## config.mk

```make
export PLATFORM = sky130hd
export DESIGN_NAME = seq_multiplier
export DESIGN_NICKNAME = d
export VERILOG_FILES = /design/src/rtl/seq_multiplier.sv
export SDC_FILE = /design/constraint.sdc
export NUM_CORES = 1
export LEC_CHECK = 0
export CORE_MARGIN = 4
export CORE_UTILIZATION = 45
export CTS_CLUSTER_DIAMETER = 40
export CTS_CLUSTER_SIZE = 28
export DETAILED_ROUTE_END_ITERATION = 16
export GPL_TIMING_DRIVEN = 0
export PLACE_DENSITY = 0.72
export SYNTH_ARGS = -nofsm -noshare
export SYNTH_HDL_FRONTEND = slang
export SYNTH_SLANG_ARGS = --single-unit
```

## constraint.sdc

```tcl
create_clock -name clk -period 7.4 [get_ports clk]
set_clock_uncertainty 0.05 [all_clocks]
set_input_delay 1.11 -clock clk [delete_from_list [all_inputs] [get_ports clk]]
set_output_delay 1.11 -clock clk [all_outputs]
set_load 0.05 [all_outputs]
```

## src/rtl/seq_multiplier.sv

```systemverilog
// Unsigned shift-and-add multiplier: one partial product per clock, start/busy/done handshake.
// Optional EARLY_TERM_EN finishes as soon as the remaining multiplier bits are all zero.
module seq_multiplier #(
    parameter int WIDTH = 8
) (
    input  logic                 clk,
    input  logic                 rst,
    input  logic                 start,
    input  logic [WIDTH-1:0]     a,
    input  logic [WIDTH-1:0]     b,
    output logic                 busy,
    output logic                 done,
    output logic [2*WIDTH-1:0]   product
);

    localparam int CW = $clog2(WIDTH + 1);

    typedef enum logic [1:0] {
        IDLE,
        RUN,
        DONE
    } state_t;

    state_t              state;
    state_t              state_next;
    logic [2*WIDTH-1:0]  acc;
    logic [2*WIDTH-1:0]  mcand;
    logic [2*WIDTH-1:0]  sum;
    logic [WIDTH-1:0]    mplr;
    logic [CW-1:0]       cnt;
    logic [CW-1:0]       cnt_next;
    logic                finish;

    // The sum includes this edge's partial product, so the final value can go straight to product.
    always_comb begin
        sum      = acc + (mplr[0] ? mcand : '0);
        cnt_next = cnt + CW'(1);
`ifdef EARLY_TERM_EN
        finish   = (cnt_next == CW'(WIDTH)) || ((mplr >> 1) == '0);
`else
        finish   = (cnt_next == CW'(WIDTH));
`endif
    end

    always_ff @(posedge clk) begin
        if (rst) begin
            state <= IDLE;
        end else begin
            state <= state_next;
        end
    end

    always_comb begin
        state_next = state;
        busy       = 1'b0;
        done       = 1'b0;
        case (state)
            IDLE: begin
                if (start) begin
                    state_next = RUN;
                end
            end
            RUN: begin
                busy = 1'b1;
                if (finish) begin
                    state_next = DONE;
                end
            end
            DONE: begin
                busy       = 1'b1;
                done       = 1'b1;
                state_next = IDLE;
            end
            default: begin
                state_next = IDLE;
            end
        endcase
    end

    // product is only touched on the completing edge, so it never exposes a partial sum.
    always_ff @(posedge clk) begin
        if (rst) begin
            acc     <= '0;
            mcand   <= '0;
            mplr    <= '0;
            cnt     <= '0;
            product <= '0;
        end else begin
            case (state)
                IDLE: begin
                    if (start) begin
                        mcand <= {{WIDTH{1'b0}}, a};
                        mplr  <= b;
                        acc   <= '0;
                        cnt   <= '0;
                    end
                end
                RUN: begin
                    acc   <= sum;
                    mcand <= mcand << 1;
                    mplr  <= mplr >> 1;
                    cnt   <= cnt_next;
                    if (finish) begin
                        product <= sum;
                    end
                end
                default: begin
                end
            endcase
        end
    end

endmodule

```

=== Yosys cells after proc, flatten, opt, wreduce, memory -nomap -nowiden ===
Index checks and enable logic that the tools add are counted.

* Register bits after elaboration: 62
* Latch bits: 0
* Output and inout port bits: 18
* Input port bits: 19
* Memories kept: 0
* Word-level logic and storage cells: 33
* RAM bits: 0
* ROM bits: 0

* Shifts and indexed selects: 0
* Divide/modulo/power cells: 0
* Order comparisons: 0
* Mux-type cells: 14
* Multiply operators: 0
* Bitwise gates (word level): 0
* Reduce and logical (&&, ||, !) cells: 6
* Equality and inequality tests: 5
* $add $sub $neg: 2

{| class="wikitable"
|+ Operators with widths
! operator !! count
|-
| one-hot mux 16 bit (2 select lines) || 2
|-
| two-way mux 16 bit || 3
|-
| adder 16 bit || 1
|-
| one-hot mux 8 bit (2 select lines) || 1
|-
| two-way mux 8 bit || 1
|-
| one-hot mux 4 bit (2 select lines) || 1
|-
| AND reduction 2 bit || 3
|-
| adder 4 x 1 -> 4 bit, second input constant || 1
|-
| equality test 4 bit, second input constant || 1
|-
| two-way mux 2 bit || 2
|-
| two-way mux 4 bit || 1
|-
| != test 2 bit, second input constant || 2
|-
| one-hot mux 2 bit (2 select lines) || 1
|-
| equality test 2 x 1 -> 1 bit, second input constant || 1
|-
| equality test 2 bit, second input constant || 1
|-
| zero test 2 bit || 1
|-
| two-way mux 1 bit || 2
|-
| nonzero test 2 bit || 1
|-
| OR reduction 2 bit || 1
|}

=== Depth between registers and ports, before layout ===
Gate-level depths: netlist (run 1).

* Word-level depth: 4
* Mapped depth: 10
* Mapped depth without buffers: 9

=== Worst setup path before layout (run 1) ===
OpenSTA, ideal clock, no wires.

* Path type: flip-flop to flip-flop
* Start point: register mplr[0]
* End point: register product[10]
* Slack: 4.760 ns
* Data arrival time: 2.473 ns
* Clock period less this slack: 2.640 ns
* Library setup time: 0.117 ns
* Path buffers: 1
* Required time: 7.233 ns
* Cell stages (with the launch flop): 11
* Path through: dfxtp_1 clkbuf_1 and2_1 ha_1 fa_1 a21oi_1 o21ai_1 o21ba_2 a211o_1 a211o_1 a32o_1

* Cells in the longest elaborated chain, start to end: 2

{| class="wikitable"
|+ Ends and longest elaborated chain
! what !! line !! source
|-
| start: declaration || 29 || <nowiki>logic [WIDTH-1:0] mplr;</nowiki>
|-
| start signal: assignment || 101 || <nowiki>mplr <= mplr >> 1;</nowiki>
|-
| two-way mux 16 bit || 36 || <nowiki>sum = acc + (mplr[0] ? mcand : '0);</nowiki>
|-
| adder 16 bit || 36 ||
|-
| end signal: assignment || 104 || <nowiki>product <= sum;</nowiki>
|-
| end: declaration || 13 || <nowiki>output logic [2*WIDTH-1:0] product</nowiki>
|}

No other way between the ends.
A chain may end at the register's enable or synchronous reset.

=== Worst setup path after layout (run 1) ===
Ends and elaborated chain as after synthesis.

==> results of run 1 <==
-- cell usage after synthesis (all sizes together) (3+ instances only) --
master,count
a211oi,19
a21o,7
buf,3
a31o,4
ha,19
a21oi,25
dfxtp,62
inv,3
nand2,25
a211o,3
nor3,6
o31ai,3
nand3,6
mux2i,16
o22ai,3
a22o,10
nand2b,3
clkbuf,17
o21ai,3
and2,17
xnor2,8
xor2,7
a22oi,16
nor2,50
-- kinds of logic after synthesis --
logic type	Yosys count
mux	17
buf+inv	23
xor+xnor	15
compound gates	101
flops	62
simple gates	117
fa+ha+maj	20
-- metrics by stage --
step / hold WS [ns] / worst slack [ns] / instances / util (%) / area (um2)
2_1_floorplan: 0.382 / 4.76 / 355 / - / 3180
3_3_place_gp: 0.395 / 4.28 / 487 / 53.6 / 3660
5_1_grt: 0.423 / 4.24 / 502 / 56.0 / 3830
6_report: 0.408 / 4.40 / 502 / 56.0 / 3830
4_1_cts: 0.412 / 4.37 / 502 / 56.0 / 3830
3_5_place_dp: 0.403 / 4.26 / 487 / 53.6 / 3660
-- report_power, final --
part,internal (mW),switching (mW),total [mW]
clock,0.138,0.123,0.261
combinational,0.0353,0.0517,0.0870
sequential,0.345,0.00904,0.354
-- path summary, 6_finish.rpt --
kind	end	slack [ns]	from	depth (start not counted)
worst min-delay path	product[6]$_SDFFE_PP0P_	0.41	product[6]$_SDFFE_PP0P_	2
worst max-delay path	product[10]$_SDFFE_PP0P_	4.40	mplr[0]$_SDFFE_PP0P_	10
worst min register to register	product[6]$_SDFFE_PP0P_	0.41	product[6]$_SDFFE_PP0P_	2
worst max register to register	product[10]$_SDFFE_PP0P_	4.40	mplr[0]$_SDFFE_PP0P_	10
-- final cells by class --
type                            count  share of cell area [%]
Multi-Input combinational cell    270                    48.2
Timing Repair Buffer               36                    9.42
Clock buffer                       14                    4.25
Clock inverter                      1                   0.131
Buffer                             20                    2.13
Tap cell                           96                    3.14
Inverter                            3                   0.294
Sequential cell                    62                    32.4
-- worst min-delay path, delay by kind of cell (launching register included) --
family | cells | cell delay, ns
compound gates | 1 | 0.05
simple gates | 1 | 0.05
flops | 1 | 0.31
-- state kept, by name (all words and copies together) (netlist names) --
name	count
cnt	4
state	2
mplr	8
mcand	16
acc	16
product	16
-- metal layers --
layer / vias up / track usage [%]
li1: 1372 / -
met1: 1279 / 23.3
met2: 79 / 30.0
met3: 12 / 5.00
met4: 0 / 6.31
met5: - / 0
==> flow_summary.toml, run 1 <==
[run_status]
run_status = "finished, final reports clean"

[placed_design]
dp_hpwl_mm = 5.43
globalplace.congestion = 0.793
portBuffers = 36

[sta]
maxClockFrequency_mhz = 333
setup_tns_ns = 0
final_cycle_utilization_of_the_critical_path_pct = 40.6
grt_setup_unrepaired = "false"
timing_worst_slew_pin_value_ns = 0.851
finalHoldViolations = 0
slew_headroom_pct = 41.6
finalSetupViolations = 0
finalCriticalPeriod_ns = 3.00
timing_max_transition_violations_final = 0

[logic_synthesis]
synth.largest_area_cell = "sky130_fd_sc_hd__dfxtp_1"
dominant_combinational_cell_family_by_area_after_synthesis = "compound AO/OA/AOI/OAI gates"
number_of_enable_flip_flop_cells_after_synthesis = 0
synthesis.instances = 355
yosys.area_share.simple_pct = 17.3
synthMuxAreaShare_pct = 5.39
yosys.area_share.adder_pct = 8.11
synth.distinct_cells = 44
yosys.area_share.xor_xnor_pct = 4.13
seq_area_frac_synth_pct = 39.1
syn-mean-instance-area_um2 = 8.95
ys_seq_elements = 62
yosysWarningCount = 0
synth.area.top_cells = "sky130_fd_sc_hd__dfxtp_1 39%, sky130_fd_sc_hd__ha_1 7.5%, sky130_fd_sc_hd__nor2_1 5.9%"
yosys_most_used_dff = "sky130_fd_sc_hd__dfxtp_1"
mappedNetlistNets = 394
synth.cell_area_um2 = 3180
synth_compound_area_share_pct = 23.1
synthDominantCellAreaShare_pct = 39.1
synth-async-reset-ratio_pct = 0

[floorplan]
core.rowCount = 30
initial_standard_cell_utilization_of_the_core_pct = 46.5
core_area_um2 = 6830
dieWidth_um = 92.0
floorplan.die.height_um = 92.0
design.die.area_um2 = 8470
pin_count = 37

[route]
wire_per_inst_um = 14.6
ant_nets = 0
detailedRoute.firstIterationViolations = 87
num_vias = 2742
number_of_detailed_route_iterations_in_the_first_pass = 4
routed_wirelength_mm = 7.31
routed_via_density = 5.46
dr_wl_met2_mm = 3.37
top_signal_layer_used = "met4"
wl_met1_mm = 3.42
drc = 0
met3_routed_wl_um = 428

[cells_and_area]
fraction_of_final_layout_cells_sized_beyond_drive_strength_1_pct = 6.65
area_growth_pct = 20.4
final_common_cell = "sky130_fd_sc_hd__dfxtp_1"
multi_input_comb_area_um2 = 1840
final.fill_count = 613
layout_common_cells = "62 x sky130_fd_sc_hd__dfxtp_1, 50 x sky130_fd_sc_hd__nor2_1, 36 x sky130_fd_sc_hd__clkdlybuf4s50_1"
antennaDiodeCount = 0
num-nets-final = 441
layout.area.seq_um2 = 1240

[worst_setup_path]
critical_path_peak_fanout = 10
path_delay_family = "compound AO/OA/AOI/OAI gates"
cp_cell_sequence = "clkbuf_1 -> and2_1 -> ha_1 -> fa_1 -> a21oi_1 -> o21ai_1 -> o21ba_2 -> a211o_1 -> a211o_1 -> a32o_1"
cp.buffers_inverters = 1
critical-path-max-stage-delay_ns = 0.44
setup.worst_path.start_class = "flop"
critical-path-top-cell-by-count = "sky130_fd_sc_hd__a211o_1"
crit_required_ns = 7.58
path_class = "flop to flop"
nature_of_the_critical_path_endpoint = "flop"
critical_path_arrival_ns = 3.18
slowest_stage = "sky130_fd_sc_hd__fa_1"

[cts]
cts_max_level = 3
ctsResizeCount = 0
insertion_delay_ns = 0.33
cts_buffers = 9
ctsHoldBuffers = 0
tritoncts_clock_tree = "yes"
path_clk_slew_ns = 0.07
clockRootBuffer = "sky130_fd_sc_hd__clkbuf_8"
postCtsSetupBuffers = 0
tritoncts_num_sinks = 62
clock_path_buffers = 2

[grt]
grtUsageTotal_pct = 18.3
first_global_vias = 2726
grt_antenna_before_repair = 0
grt_pass1_wl_mm = 12.6
grt.overflow.total = 0
maximum_number_of_pins_on_one_net_before_global_route_repair = 11

[pwr]
report.power.total_mw = 0.702
peakVddDrop_mv = 0.104
static-leakage-power_nw = 1.53
pwr_density_cell_nw_per_um2 = 183

[job]
cap_violations = 0

[min_path]
timing.hold.worst.class = "flop to flop"
Power figures use the tool's default switching activity.
==> run 2: changes to the inputs <==
==> constraint.sdc (replaced) <==
create_clock -name clk -period 3.1 [get_ports clk]
set_clock_uncertainty 0.05 [all_clocks]
set_input_delay 0.465 -clock clk [delete_from_list [all_inputs] [get_ports clk]]
set_output_delay 0.465 -clock clk [all_outputs]
set_load 0.05 [all_outputs]
==> flow_summary.toml, run 2 (synthesis results as in run 1) <==
[run_status]
run_status = "finished, final reports clean"

[route]
routed_via_density = 5.47
drc = 0
ant_nets = 0
routed_wirelength_mm = 7.35
number_of_detailed_route_iterations_in_the_first_pass = 4
num_vias = 2738
detailedRoute.firstIterationViolations = 87
wire_per_inst_um = 14.7

[job]
cap_violations = 0

[sta]
timing_max_transition_violations_final = 0
setup_tns_ns = 0
finalSetupViolations = 0
final_cycle_utilization_of_the_critical_path_pct = 93.2
slew_headroom_pct = 41.9
grt_setup_unrepaired = "false"
finalCriticalPeriod_ns = 2.89
finalHoldViolations = 0
timing_worst_slew_pin_value_ns = 0.848
maxClockFrequency_mhz = 346

[pwr]
pwr_density_cell_nw_per_um2 = 439
peakVddDrop_mv = 0.248
report.power.total_mw = 1.68
static-leakage-power_nw = 1.53

[cells_and_area]
largestRegisters = "acc: 16 flops, mcand: 16 flops, product: 16 flops"
final_common_cell = "sky130_fd_sc_hd__dfxtp_1"
finish.utilization_pct = 56.0
fraction_of_final_layout_cells_sized_beyond_drive_strength_1_pct = 6.67
layout.cells.non_filler = 501
layout_common_cells = "62 x sky130_fd_sc_hd__dfxtp_1, 50 x sky130_fd_sc_hd__nor2_1, 36 x sky130_fd_sc_hd__clkdlybuf4s50_1"
num-nets-final = 440
antennaDiodeCount = 0
area_growth_pct = 20.3

[cts]
tritoncts_clock_tree = "yes"
tritoncts_num_sinks = 62
ctsHoldBuffers = 0
cts_max_level = 3
path_clk_slew_ns = 0.07
cts_buffers = 9
clock_path_buffers = 2
clockRootBuffer = "sky130_fd_sc_hd__clkbuf_8"
insertion_delay_ns = 0.33

[floorplan]
core.rowCount = 30
floorplan.die.height_um = 92.0
pin_count = 37
dieWidth_um = 92.0
design.die.area_um2 = 8470
core_area_um2 = 6830
initial_standard_cell_utilization_of_the_core_pct = 46.5

[worst_setup_path]
setup.worst_path.start_class = "flop"
crit_required_ns = 3.28
nature_of_the_critical_path_endpoint = "flop"
critical_path_arrival_ns = 3.07
critical_path_peak_fanout = 17
path_class = "flop to flop"
reg2reg_depth = 9

[grt]
grtUsageTotal_pct = 18.3
grt_pass1_wl_mm = 12.6
grt_antenna_before_repair = 0
maximum_number_of_pins_on_one_net_before_global_route_repair = 11
first_global_vias = 2726
grt.overflow.total = 0

[min_path]
hold_depth = 2
timing.hold.worst.class = "flop to flop"

[placed_design]
globalplace.congestion = 0.793
dp_hpwl_mm = 5.43
post_place_cells = 487
portBuffers = 36
## run 2: worst paths after layout
| check | startpoint | to | slack [ns] |
|---|---|---|---|
| worst max-delay path | mplr[0]$_SDFFE_PP0P_ | product[10]$_SDFFE_PP0P_ | 0.21 |
| worst min-delay path | product[6]$_SDFFE_PP0P_ | product[6]$_SDFFE_PP0P_ | 0.41 |
| worst max register to register | mplr[0]$_SDFFE_PP0P_ | product[10]$_SDFFE_PP0P_ | 0.21 |
| worst min register to register | product[6]$_SDFFE_PP0P_ | product[6]$_SDFFE_PP0P_ | 0.41 |
## run 2: repair_timing
item / CTS / global route
gates resized for setup: 0 / 0
buffers inserted: 0 / 0
endpoints found under the setup margin: 0 / 2
## run 2: power by group
part | switching [mW] | internal [mW] | total [mW] | leakage [nW]
Combinational | 0.121 | 0.0838 | 0.204 | 0.941
Sequential | 0.0240 | 0.824 | 0.848 | 0.503
Clock | 0.296 | 0.329 | 0.626 | 0.0865
Total | 0.441 | 1.24 | 1.68 | 1.53
## run 2: worst max-delay path, cell delays in order (launching register included)
cell and delay [ns]:
sky130_fd_sc_hd__dfxtp_1 0.46, sky130_fd_sc_hd__and2_1 0.22, sky130_fd_sc_hd__ha_1 0.23, sky130_fd_sc_hd__fa_1 0.44, sky130_fd_sc_hd__a21oi_1 0.16, sky130_fd_sc_hd__o21ai_1 0.12
sky130_fd_sc_hd__o21ba_2 0.27, sky130_fd_sc_hd__a211o_1 0.28, sky130_fd_sc_hd__a211o_1 0.31, sky130_fd_sc_hd__a32o_1 0.24
## run 2: stage by stage
step	setup WS, ns	area, um2	hold slack [ns]
floorplan	0.460	3180	0.382
global placement	0.177	3660	0.395
detailed placement	0.0983	3660	0.403
CTS	0.0865	3830	0.412
global route	0.0567	3820	0.423
finish	0.211	3820	0.408
## run 2: cell type report
type | instances | area (um2)
Buffer | 19 | 77.6
Clock buffer | 14 | 163
Clock inverter | 1 | 5.00
Fill cell | 612 | 3010
Inverter | 3 | 11.3
Multi-Input combinational cell | 270 | 1840
Sequential cell | 62 | 1240
Tap cell | 96 | 120
Timing Repair Buffer | 36 | 360
## run 2: routing by layer
layer  wire length, um  track usage, %  up-vias
met3               431            5.00       10
li1                  -               -     1370
met2              3360            30.0       78
met5                 0               0        -
met4                88            6.31        0
met1              3470            23.3     1280
==> run 3: changes to the inputs <==
--- a/config.mk
+++ b/config.mk
@@ -8,7 +8,7 @@
 export CORE_MARGIN = 4
 export CORE_UTILIZATION = 45
 export CTS_CLUSTER_DIAMETER = 40
-export CTS_CLUSTER_SIZE = 28
+export CTS_CLUSTER_SIZE = 8
 export DETAILED_ROUTE_END_ITERATION = 16
 export GPL_TIMING_DRIVEN = 0
 export PLACE_DENSITY = 0.72
==> results of run 3 <==
Final layout, timing and power as in run 2 (identical DEF).
